File: src/rtl/uart_rx_oversample.sv
// uart_rx_oversample
//
// 8N1 UART receiver that takes 16 samples per bit and decides each bit by
// a 2-of-3 majority vote over samples 7, 8 and 9. The received byte is
// presented on a valid/ready output register.
//
// Ports:
//   clk            rising-edge system clock
//   rst            synchronous active-high reset
//   uart_din       asynchronous serial line (idle high, LSB first)
//   receive_data   last delivered byte
//   receive_valid  receive_data holds an unconsumed byte
//   receive_ready  consumer accepts the byte when valid && ready
//   receive_busy   high while a frame is being received
//   receive_start  one-cycle pulse when a start bit is confirmed
//   receive_finish one-cycle pulse when the stop bit is evaluated
//   frame_error    one-cycle pulse when the stop bit samples low
//   overrun        one-cycle pulse when a good byte is dropped

`timescale 1ns/1ps

module uart_rx_oversample #(
  parameter int BAUD_DIV = 27
) (
  input  logic       clk,
  input  logic       rst,
  input  logic       uart_din,
  output logic [7:0] receive_data,
  output logic       receive_valid,
  input  logic       receive_ready,
  output logic       receive_busy,
  output logic       receive_start,
  output logic       receive_finish,
  output logic       frame_error,
  output logic       overrun
);

  localparam logic [1:0] IDLE  = 2'd0;
  localparam logic [1:0] START = 2'd1;
  localparam logic [1:0] DATA  = 2'd2;
  localparam logic [1:0] STOP  = 2'd3;

  localparam int CW = (BAUD_DIV > 1) ? $clog2(BAUD_DIV) : 1;
  localparam logic [CW-1:0] TICK_MAX = CW'(BAUD_DIV - 1);

  logic          sync1;
  logic          sync2;
  logic          din_prev;
  logic [1:0]    state;
  logic [CW-1:0] tick_cnt;
  logic [3:0]    sample_idx;
  logic [2:0]    bit_cnt;
  logic [7:0]    shift_reg;
  logic          s7;
  logic          s8;
  logic          deliver;
  logic          start_edge;
  logic          tick;
  logic          majority;

  // A start edge is only meaningful while idle; inside a frame, falling
  // edges are ordinary data transitions.
  assign start_edge   = (state == IDLE) && din_prev && !sync2;
  assign tick         = (state != IDLE) && (tick_cnt == TICK_MAX);
  // Sample 9 is the live synchronized value, so the vote resolves on the
  // same tick that takes the third sample.
  assign majority     = (s7 & s8) | (s7 & sync2) | (s8 & sync2);
  assign receive_busy = (state != IDLE);

  // Two-flop synchronizer plus one extra stage holding the previous
  // synchronized sample for falling-edge detection. Resetting to 1 matches
  // an idle line so reset release does not fake an edge on a high line.
  always_ff @(posedge clk) begin
    if (rst) begin
      sync1    <= 1'b1;
      sync2    <= 1'b1;
      din_prev <= 1'b1;
    end else begin
      sync1    <= uart_din;
      sync2    <= sync1;
      din_prev <= sync2;
    end
  end

  // Frame FSM. The tick counter divides clk down to the 16x sample rate
  // and is restarted on the start edge so sample indices line up with the
  // bit cells. The STOP state leaves at sample 9 rather than 15 so a
  // back-to-back start edge arriving half a bit later is not missed.
  always_ff @(posedge clk) begin
    if (rst) begin
      state          <= IDLE;
      tick_cnt       <= '0;
      sample_idx     <= '0;
      bit_cnt        <= '0;
      shift_reg      <= '0;
      s7             <= 1'b0;
      s8             <= 1'b0;
      receive_start  <= 1'b0;
      receive_finish <= 1'b0;
      frame_error    <= 1'b0;
      deliver        <= 1'b0;
    end else begin
      receive_start  <= 1'b0;
      receive_finish <= 1'b0;
      frame_error    <= 1'b0;
      deliver        <= 1'b0;
      if (state == IDLE) begin
        if (start_edge) begin
          state      <= START;
          tick_cnt   <= '0;
          sample_idx <= '0;
        end
      end else begin
        if (tick) begin
          tick_cnt <= '0;
        end else begin
          tick_cnt <= tick_cnt + 1'b1;
        end
        if (tick) begin
          sample_idx <= sample_idx + 4'd1;
          if (sample_idx == 4'd7) s7 <= sync2;
          if (sample_idx == 4'd8) s8 <= sync2;
          case (state)
            START: begin
              if (sample_idx == 4'd9 && majority) begin
                state <= IDLE;
              end else if (sample_idx == 4'd15) begin
                state         <= DATA;
                bit_cnt       <= '0;
                receive_start <= 1'b1;
              end
            end
            DATA: begin
              if (sample_idx == 4'd9) begin
                shift_reg <= {majority, shift_reg[7:1]};
              end
              if (sample_idx == 4'd15) begin
                if (bit_cnt == 3'd7) begin
                  state <= STOP;
                end else begin
                  bit_cnt <= bit_cnt + 3'd1;
                end
              end
            end
            STOP: begin
              if (sample_idx == 4'd9) begin
                state          <= IDLE;
                receive_finish <= 1'b1;
                frame_error    <= !majority;
                deliver        <= majority;
              end
            end
            default: state <= IDLE;
          endcase
        end
      end
    end
  end

  // Output register. A delivery coinciding with acceptance reloads the
  // register and keeps valid high; a delivery while the old byte is still
  // pending is dropped and flagged.
  always_ff @(posedge clk) begin
    if (rst) begin
      receive_data  <= 8'h00;
      receive_valid <= 1'b0;
      overrun       <= 1'b0;
    end else begin
      overrun <= 1'b0;
      if (deliver) begin
        if (!receive_valid || receive_ready) begin
          receive_data  <= shift_reg;
          receive_valid <= 1'b1;
        end else begin
          overrun <= 1'b1;
        end
      end else if (receive_valid && receive_ready) begin
        receive_valid <= 1'b0;
      end
    end
  end

endmodule

File: config.mk
export PLATFORM = sky130hd
export DESIGN_NAME = uart_rx_oversample
export DESIGN_NICKNAME = d
export VERILOG_FILES = /design/src/rtl/uart_rx_oversample.sv
export SDC_FILE = /design/constraint.sdc
export NUM_CORES = 1
export LEC_CHECK = 0
export CORE_MARGIN = 2
export CORE_UTILIZATION = 48
export CTS_CLUSTER_SIZE = 16
export DETAILED_ROUTE_END_ITERATION = 8
export HOLD_SLACK_MARGIN = 0.1
export PLACE_DENSITY = 0.74
export RECOVER_POWER = 100
export SYNTH_ARGS = -nofsm -noshare
export SYNTH_HDL_FRONTEND = slang
export SYNTH_SLANG_ARGS = --single-unit
File: constraint.sdc
create_clock -name clk -period 3.35 [get_ports clk]
set_input_delay 0.67 -clock clk [delete_from_list [all_inputs] [get_ports clk]]
set_output_delay 0.67 -clock clk [all_outputs]
set_load 0.05 [all_outputs]
Word-level counts from Yosys, hierarchy flattened:

Index checks and enable logic that the tools add are counted.

* flip-flop bits (word level): 41
* memory bits (read-only): 0
* RAM bits: 0
* bits in latches: 0
* memories kept: 0
* word-level logic and storage cells: 102

* div/mod/pow operators: 0
* multipliers: 0
* shifts and indexed selects: 0
* add/subtract/negate cells: 3
* eq/ne operators: 19
* $lt $le $gt $ge: 0
* bitwise logic cells: 11
* muxes and demuxes: 26
* reductions and logical operators: 26

Operator list (number)
* 2-to-1 mux 2 bit: 8
* 2-to-1 mux 5 bit: 3
* == test 4 bit (second input constant): 3
* 2-to-1 mux 3 bit: 4
* 2-to-1 mux 4 bit: 3
* inequality test 2 bit (second input constant): 5
* OR reduction 5 bit: 2
* inequality test 3 bit (second input constant): 3
* nonzero test 2 bit: 4
* AND reduction 7 bit: 1
* 2-to-1 mux 1 bit: 6
* inverter 1 bit: 6
* case mux 2 bit (3 select lines): 1
* case mux 3 bit (2 select lines): 1
* AND reduction 2 bit: 3
* AND reduction 3 bit: 2
* AND reduction 6 bit: 1
* adder 5 x 1 -> 5 bit (second input constant): 1
* == test 5 bit (second input constant): 1
* logical AND 1 bit: 5
* adder 4 x 1 -> 4 bit (second input constant): 1
* == test 2 bit (second input constant): 2
* == test 4 x 3 -> 1 bit (second input constant): 1
* inequality test 4 bit (second input constant): 1
* 12 further kinds: 17

Depth between registers and ports, before layout:

Gate-level depths: netlist (run 1).

* depth after elaboration: 8
* gate-level depth with buffers: 8
* depth with buffers taken out: 6

Worst setup path before layout (run 1):

Ideal clock, no wire load.

* path type: flip-flop to flip-flop
* from: reg state[0]
* to: reg shift_reg[0]
* setup slack: 1.468 ns
* stages on the path, launching flop included: 9
* arrival: 1.754 ns
* setup time: 0.128 ns
* data required time: 3.222 ns
* buffers on the path: 2
* clock period less this slack: 1.882 ns
* cell sequence: dfxtp_1 inv_1 ha_1 buf_2 inv_1 and4b_1 buf_4 mux2i_1 nor2_1

* cells in the longest elaborated chain, start to end: 3
* elaborated cells on any way between the ends: 6

RTL lines
* start, declared: RTL line 49 `logic [1:0] state;`
* start signal, assigned: RTL line 91 `state <= IDLE;`
* start signal, assigned: RTL line 109 `state <= START;`
* start signal, assigned: RTL line 126 `state <= IDLE;`
* nonzero test 2 bit
* via receive_busy: RTL line 31 `output logic receive_busy,`
* logical AND 1 bit: RTL line 64 `assign tick = (state != IDLE) && (tick_cnt == TICK_MAX);`
* AND reduction 4 bit (no source line)
* end signal, assigned: RTL line 135 `shift_reg <= {majority, shift_reg[7:1]};`
* end, declared: RTL line 53 `logic [7:0] shift_reg;`

The timed path passes the listed nets, and every way through them passes these cells.
A chain may end at the register's enable or synchronous reset.

Worst setup path in the final report (run 1):

* from: reg state[0]
* to: out receive_busy

* cells in the longest elaborated chain, start to end: 1

RTL lines
* nonzero test 2 bit: RTL line 68 `assign receive_busy = (state != IDLE);`
* end, declared: RTL line 31

No other way between the ends.

==> impl_metrics.yaml, run 1 <==
routing:
  detail_route.wirelength_mm: 3.50
  ant_nets: 0
  vias: 1375
  wl_per_cell_um: 13.6
  routed_via_density: 5.35
  drtIter0Drc: 50
  met3WireLength_um: 104
  wl_met2_mm: 1.74
  top_layer: "met4"
  dr.pass1.iters: 4
  drc_errors: 0
  wl_met1_mm: 1.53
cells_and_area:
  drive_above_1_share: 0.0957
  nets: 223
  area_delta_synth_final_pct: 15.4
  antenna_cells: 0
  n_fill_cell: 348
  postLayoutCoreUtil: 0.580
yosys:
  synth_area_sq_um: 1840
  ys_top_cells_by_count: "dfxtp_1 (41), nor2_1 (32), mux2i_1 (20)"
  synthTopCellsByArea: "dfxtp_1 (45%), mux2i_1 (11%), ha_1 (7.5%), nor2_1 (6.5%), inv_1 (2.4%)"
  synth_flop_cell: "dfxtp_1"
  ys_async_sr_fraction: 0
  synth_top_area_frac: 0.446
  synth_edf_count: 0
  syn_inst: 191
  seq_area_frac_synth: 0.446
  ys_seq_elements: 41
  synth.net_count: 206
  synth_cell_types: 42
  synth_warnings: 0
  syn_avg_cell_area_sq_um: 9.64
  synth_top_area_cell: "dfxtp_1"
  synth.most_common_cell: "dfxtp_1"
power_and_ir_drop:
  internal_power_mw: 0.669
  irDropWorstVdd_v: 0.000319
  pwr-share-clk: 0.385
  p_per_area_nw_per_um2: 405
  seq_power_share: 0.571
  p_sw_mw: 0.192
  pwr-share-comb: 0.043
  sw_frac_of_total: 0.223
  p_leak_nw: 0.908
cts:
  postCtsHoldBufs: 0
  cts_max_path_buffers: 2
  h-tree-depth: 2
  postCtsSetupBuffers: 0
  root_buffer: "clkbuf_8"
  cts_resized: 0
  cts_tree: "yes"
  clock-sinks: 41
  numCtsBuffers: 5
  clk_pin_slew_ns: 0.07
  insertion_delay_ns: 0.29
sta:
  tightestPinTransition_ns: 1.26
  period_minus_slack_ns: 2.67
  tns_ns: 0
  setup_viol: 0
  fin_crit_sh: 0.796
  final-hold-violation-count: 0
  rsz0062_at_grt: "no"
  timing.fmax_ghz: 0.375
  finClkSkew_ns: 0.00482
  drv_slew: 0
  relSlewSlack: 0.162
setup_path:
  crit_path_cell_trace: "inv_1, ha_1, inv_1, dlygate4sd3_1"
  reg2reg_to: "shift_reg[0]"
  crit_type: "reg -> out"
  cp_slowest_cell: "dlygate4sd3_1"
  r2r_slack_ns: 1.18
  required_ns: 2.68
  cp_max_fo: 4
  critPathBufInv: 3
  cp_data_arrival_time_ns: 2.00
  cp_slowest_stage_delay_ns: 0.89
  reg2reg_depth: 6
  cp_top_family: "buffers and inverters"
  rr_startpoint: "tick_cnt[0]"
  cp-start-kind: "flip-flop"
  cpMostUsedCell: "inv_1"
  end_kind: "output pin"
floorplan:
  start_util: 0.503
  die_area_sq_um: 4350
  die_h_um: 65.9
  core_area_sq_um: 3660
  fp.dieW_um: 65.9
  num_io_pins: 18
  rows: 22
flow_run:
  cap_viol_max_count: 0
grt:
  grt_use_total: 0.187
  grt_max_degree: 32
  grt_pass1_wl_mm: 6.21
  grt-ovfl-total: 0
  antenna_found_initial: 0
  grt_pass1_vias: 1411
place:
  io_buffers: 17
  gp_congestion: 0.873
  hpwlAfterDp_mm: 2.51
outcome:
  status: "finished, final reports clean"
worst_hold_path:
  hold_depth: 1
  worstHoldPathType: "reg -> reg"
  hold_end: "sync2"
  hp-start: "sync1"
[worst max-delay path by stage]
stage                     cells past startpoint  slack [ns]            to      from
after floorplan                               8        1.47  shift_reg[0]  state[0]
after global placement                        4        1.16  receive_busy  state[0]
after detailed placement                      4        1.07  receive_busy  state[0]
after CTS                                     4        0.74  receive_busy  state[0]
after global routing                          4        0.59  receive_busy  state[0]
final                                         4        0.68  receive_busy  state[0]
[layout by cell type, fill, tap and decap left out, types with 3 or more instances in the layout]
cell type,count
nand2b_1,3
inv_1,12
a21oi_1,4
nor3_1,5
o21ai_0,3
or2_2,3
nand3_1,5
mux2i_1,20
ha_1,11
nand3b_1,3
clkbuf_8,6
nand2_1,8
nor2_1,32
dfxtp_1,41
dlygate4sd3_1,15
[layout make-up]
cell class	instances	area [sq um]	share of cell area
clock buffer	6	82.6	0.0389
clock inverter	2	13.8	0.00648
inverter	12	45.0	0.0212
multi-input combinational	129	921	0.433
sequential	41	821	0.386
tap	48	60.1	0.0283
timing repair buffer	19	181	0.0854
[routing by layer]
layer | vias up | track usage
met5 | - | 0
met3 | 11 | 0.0426
met2 | 28 | 0.309
met4 | 0 | 0.125
met1 | 651 | 0.215
li1 | 685 | -
[kinds of logic after synthesis]
group,after synthesis,synth area share
AO/OA/AOI/OAI,19,0.0816
AND/OR/NAND/NOR,74,0.210
multiplexers,22,0.121
flip-flops,41,0.446
adder cells (fa/ha/maj),12,0.0809
buffers and inverters,21,0.0510
XOR/XNOR,2,0.00952
[through the flow]
stage / setup slack (ns) / cells / total power, mW / hold slack (ns) / cell area (sq um)
6_report: 0.684 / 257 / 0.861 / 0.412 / 2120
3_3_place_gp: 1.16 / 249 / 0.540 / 0.394 / 2040
2_1_floorplan: 1.47 / 191 / 0.529 / 0.389 / 1840
3_5_place_dp: 1.07 / 249 / 0.542 / 0.395 / 2040
5_1_grt: 0.588 / 257 / 0.897 / 0.428 / 2120
4_1_cts: 0.737 / 257 / 0.875 / 0.414 / 2130
[power groups by stage]
stage	registers [mW]	clock network (mW)	logic [mW]
final	0.492	0.332	0.0371
after global routing	0.492	0.364	0.0408
after CTS	0.492	0.345	0.0382
after detailed placement	0.504	0	0.0381
after global placement	0.503	0	0.0364
after floorplan	0.503	0	0.0265
(Power assumes the default switching activity.)
==> run 2, diff against run 1 <==
--- a/config.mk
+++ b/config.mk
@@ -10,7 +10,7 @@
 export CTS_CLUSTER_SIZE = 16
 export DETAILED_ROUTE_END_ITERATION = 8
 export HOLD_SLACK_MARGIN = 0.1
-export PLACE_DENSITY = 0.74
+export PLACE_DENSITY = 0.77
 export RECOVER_POWER = 100
 export SYNTH_ARGS = -nofsm -noshare
 export SYNTH_HDL_FRONTEND = slang
==> constraint.sdc (replaced) <==
create_clock -name clk -period 2.4 [get_ports clk]
set_input_delay 0.48 -clock clk [delete_from_list [all_inputs] [get_ports clk]]
set_output_delay 0.48 -clock clk [all_outputs]
set_load 0.05 [all_outputs]
==> run 2 against run 1 <==
Against the previous run: flip-flop and latch count did not move; clock power rose by 74%; clock-buffer cell count did not move; critical path type is now reg -> reg; largest cell class unchanged.
==> impl_metrics.yaml, run 2 (synthesis results as in run 1) <==
outcome:
  status: "finished, final reports clean"
setup_path:
  cp_data_arrival_time_ns: 2.23
  cp-startpoint: "state[0]"
  end_kind: "flip-flop"
  reg2reg_depth: 7
  reg2reg_to: "state[0]"
  rr_startpoint: "state[0]"
  cp-start-kind: "flip-flop"
  cp_slowest_stage_delay_ns: 0.37
  crit_type: "reg -> reg"
  cp_max_fo: 10
  cp_top_family: "compound AO/OA/AOI/OAI gates"
  cp_slowest_cell: "ha_1"
  required_ns: 2.61
  crit_path_cell_trace: "inv_1, ha_1, clkbuf_1, nand3b_1, o21ai_0, o211ai_1, a221oi_2"
  critPathBufInv: 2
  r2r_slack_ns: 0.38
power_and_ir_drop:
  p_per_area_nw_per_um2: 616
  p_leak_nw: 0.912
  irDropWorstVdd_v: 0.000407
  p_total_mw: 1.31
sta:
  fin_crit_sh: 0.842
  finClkSkew_ns: 0.00307
  timing.fmax_ghz: 0.495
  relSlewSlack: 0.586
  drv_slew: 0
  final-hold-violation-count: 0
  period_minus_slack_ns: 2.02
  tns_ns: 0
  tightestPinTransition_ns: 0.621
  rsz0062_at_grt: "no"
  setup_viol: 0
cts:
  clk_pin_slew_ns: 0.08
  root_buffer: "clkbuf_8"
  numCtsBuffers: 5
  postCtsHoldBufs: 0
  cts_resized: 0
  cts_max_path_buffers: 2
  h-tree-depth: 2
  insertion_delay_ns: 0.29
  cts_tree: "yes"
  clock-sinks: 41
  postCtsSetupBuffers: 0
routing:
  dr.pass1.iters: 4
  vias: 1340
  ant_nets: 0
  detail_route.wirelength_mm: 3.27
  drc_errors: 0
  routed_via_density: 5.19
  drtIter0Drc: 59
  wl_per_cell_um: 12.7
worst_hold_path:
  hp-start: "sync1"
  hold_end: "sync2"
  hold_depth: 1
  worstHoldPathType: "reg -> reg"
cells_and_area:
  n_fill_cell: 334
  area_delta_synth_final_pct: 15.8
  layout_common_cells: "dfxtp_1 (41), nor2_1 (32), mux2i_1 (20), dlygate4sd3_1 (14), inv_1 (12)"
  antenna_cells: 0
  drive_above_1_share: 0.0905
  final_common_cell: "dfxtp_1"
  nets: 224
floorplan:
  num_io_pins: 18
  rows: 22
  fp.dieW_um: 65.9
  start_util: 0.503
  die_area_sq_um: 4350
  die_h_um: 65.9
  core_area_sq_um: 3660
place:
  io_buffers: 17
  gp_congestion: 0.844
  hpwlAfterDp_mm: 2.18
grt:
  antenna_found_initial: 0
  grt_pass1_wl_mm: 5.51
  grt_pass1_vias: 1252
  grt_use_total: 0.168
  grt-ovfl-total: 0
  grt_max_degree: 32
flow_run:
  cap_viol_max_count: 0
[run 2: cell count changes in the layout (fill, tap and decap cells not counted), sizes merged]
cell	delta
dlygate4sd3	-1
buf	-1
clkinvlp	+1
clkinv	-2
clkbuf	+3
bufinv	+1
[run 2: power by group]
part / switching [mW] / total [mW] / internal, mW
Combinational: 0.0327 / 0.0492 / 0.0164
Clock: 0.240 / 0.578 / 0.338
Sequential: 0.00328 / 0.687 / 0.684
Total: 0.276 / 1.31 / 1.04
[run 2: worst reg2reg max path: stages, from the launching register on]
cell and delay (ns):
dfxtp_1 0.33, inv_1 0.11, ha_1 0.37, clkbuf_1 0.31, nand3b_1 0.18, o21ai_0 0.15
o211ai_1 0.19, a221oi_2 0.29
[run 2: worst max path at each step]
stage,endpoint,slack [ns],cells after the start
final,state[0],0.38,7
after global routing,state[0],0.22,7
after CTS,receive_busy,0.40,4
after detailed placement,shift_reg[5],0.51,6
after global placement,bit_cnt[0],0.54,4
after floorplan,shift_reg[0],0.52,8
[run 2: routing by layer]
metal  vias to the layer above  track usage  wire length [um]
li1                        686            -                 -
met1                       627        0.199              1490
met2                        20        0.279              1620
met3                         7       0.0358                79
met4                         0       0.0938                78
met5                         -            0                 0
[run 2: final cells by class]
type	count	area [sq um]	area share
clock buffer	6	82.6	0.0387
timing repair buffer	20	178	0.0833
inverter	12	45.0	0.0211
multi-input combinational	129	908	0.426
tap	48	60.1	0.0282
clock inverter	2	37.5	0.0176
sequential	41	821	0.385
[run 2: per-stage QoR]
| stage | std cells | setup slack [ns] | utilization | area, sq um | hold slack (ns) |
|---|---|---|---|---|---|
| after floorplan | 191 | 0.518 | - | 1840 | 0.389 |
| after global placement | 250 | 0.536 | 0.561 | 2050 | 0.395 |
| after detailed placement | 250 | 0.512 | 0.561 | 2050 | 0.401 |
| after CTS | 258 | 0.401 | 0.594 | 2170 | 0.422 |
| after global routing | 258 | 0.221 | 0.582 | 2130 | 0.431 |
| final | 258 | 0.380 | 0.582 | 2130 | 0.416 |
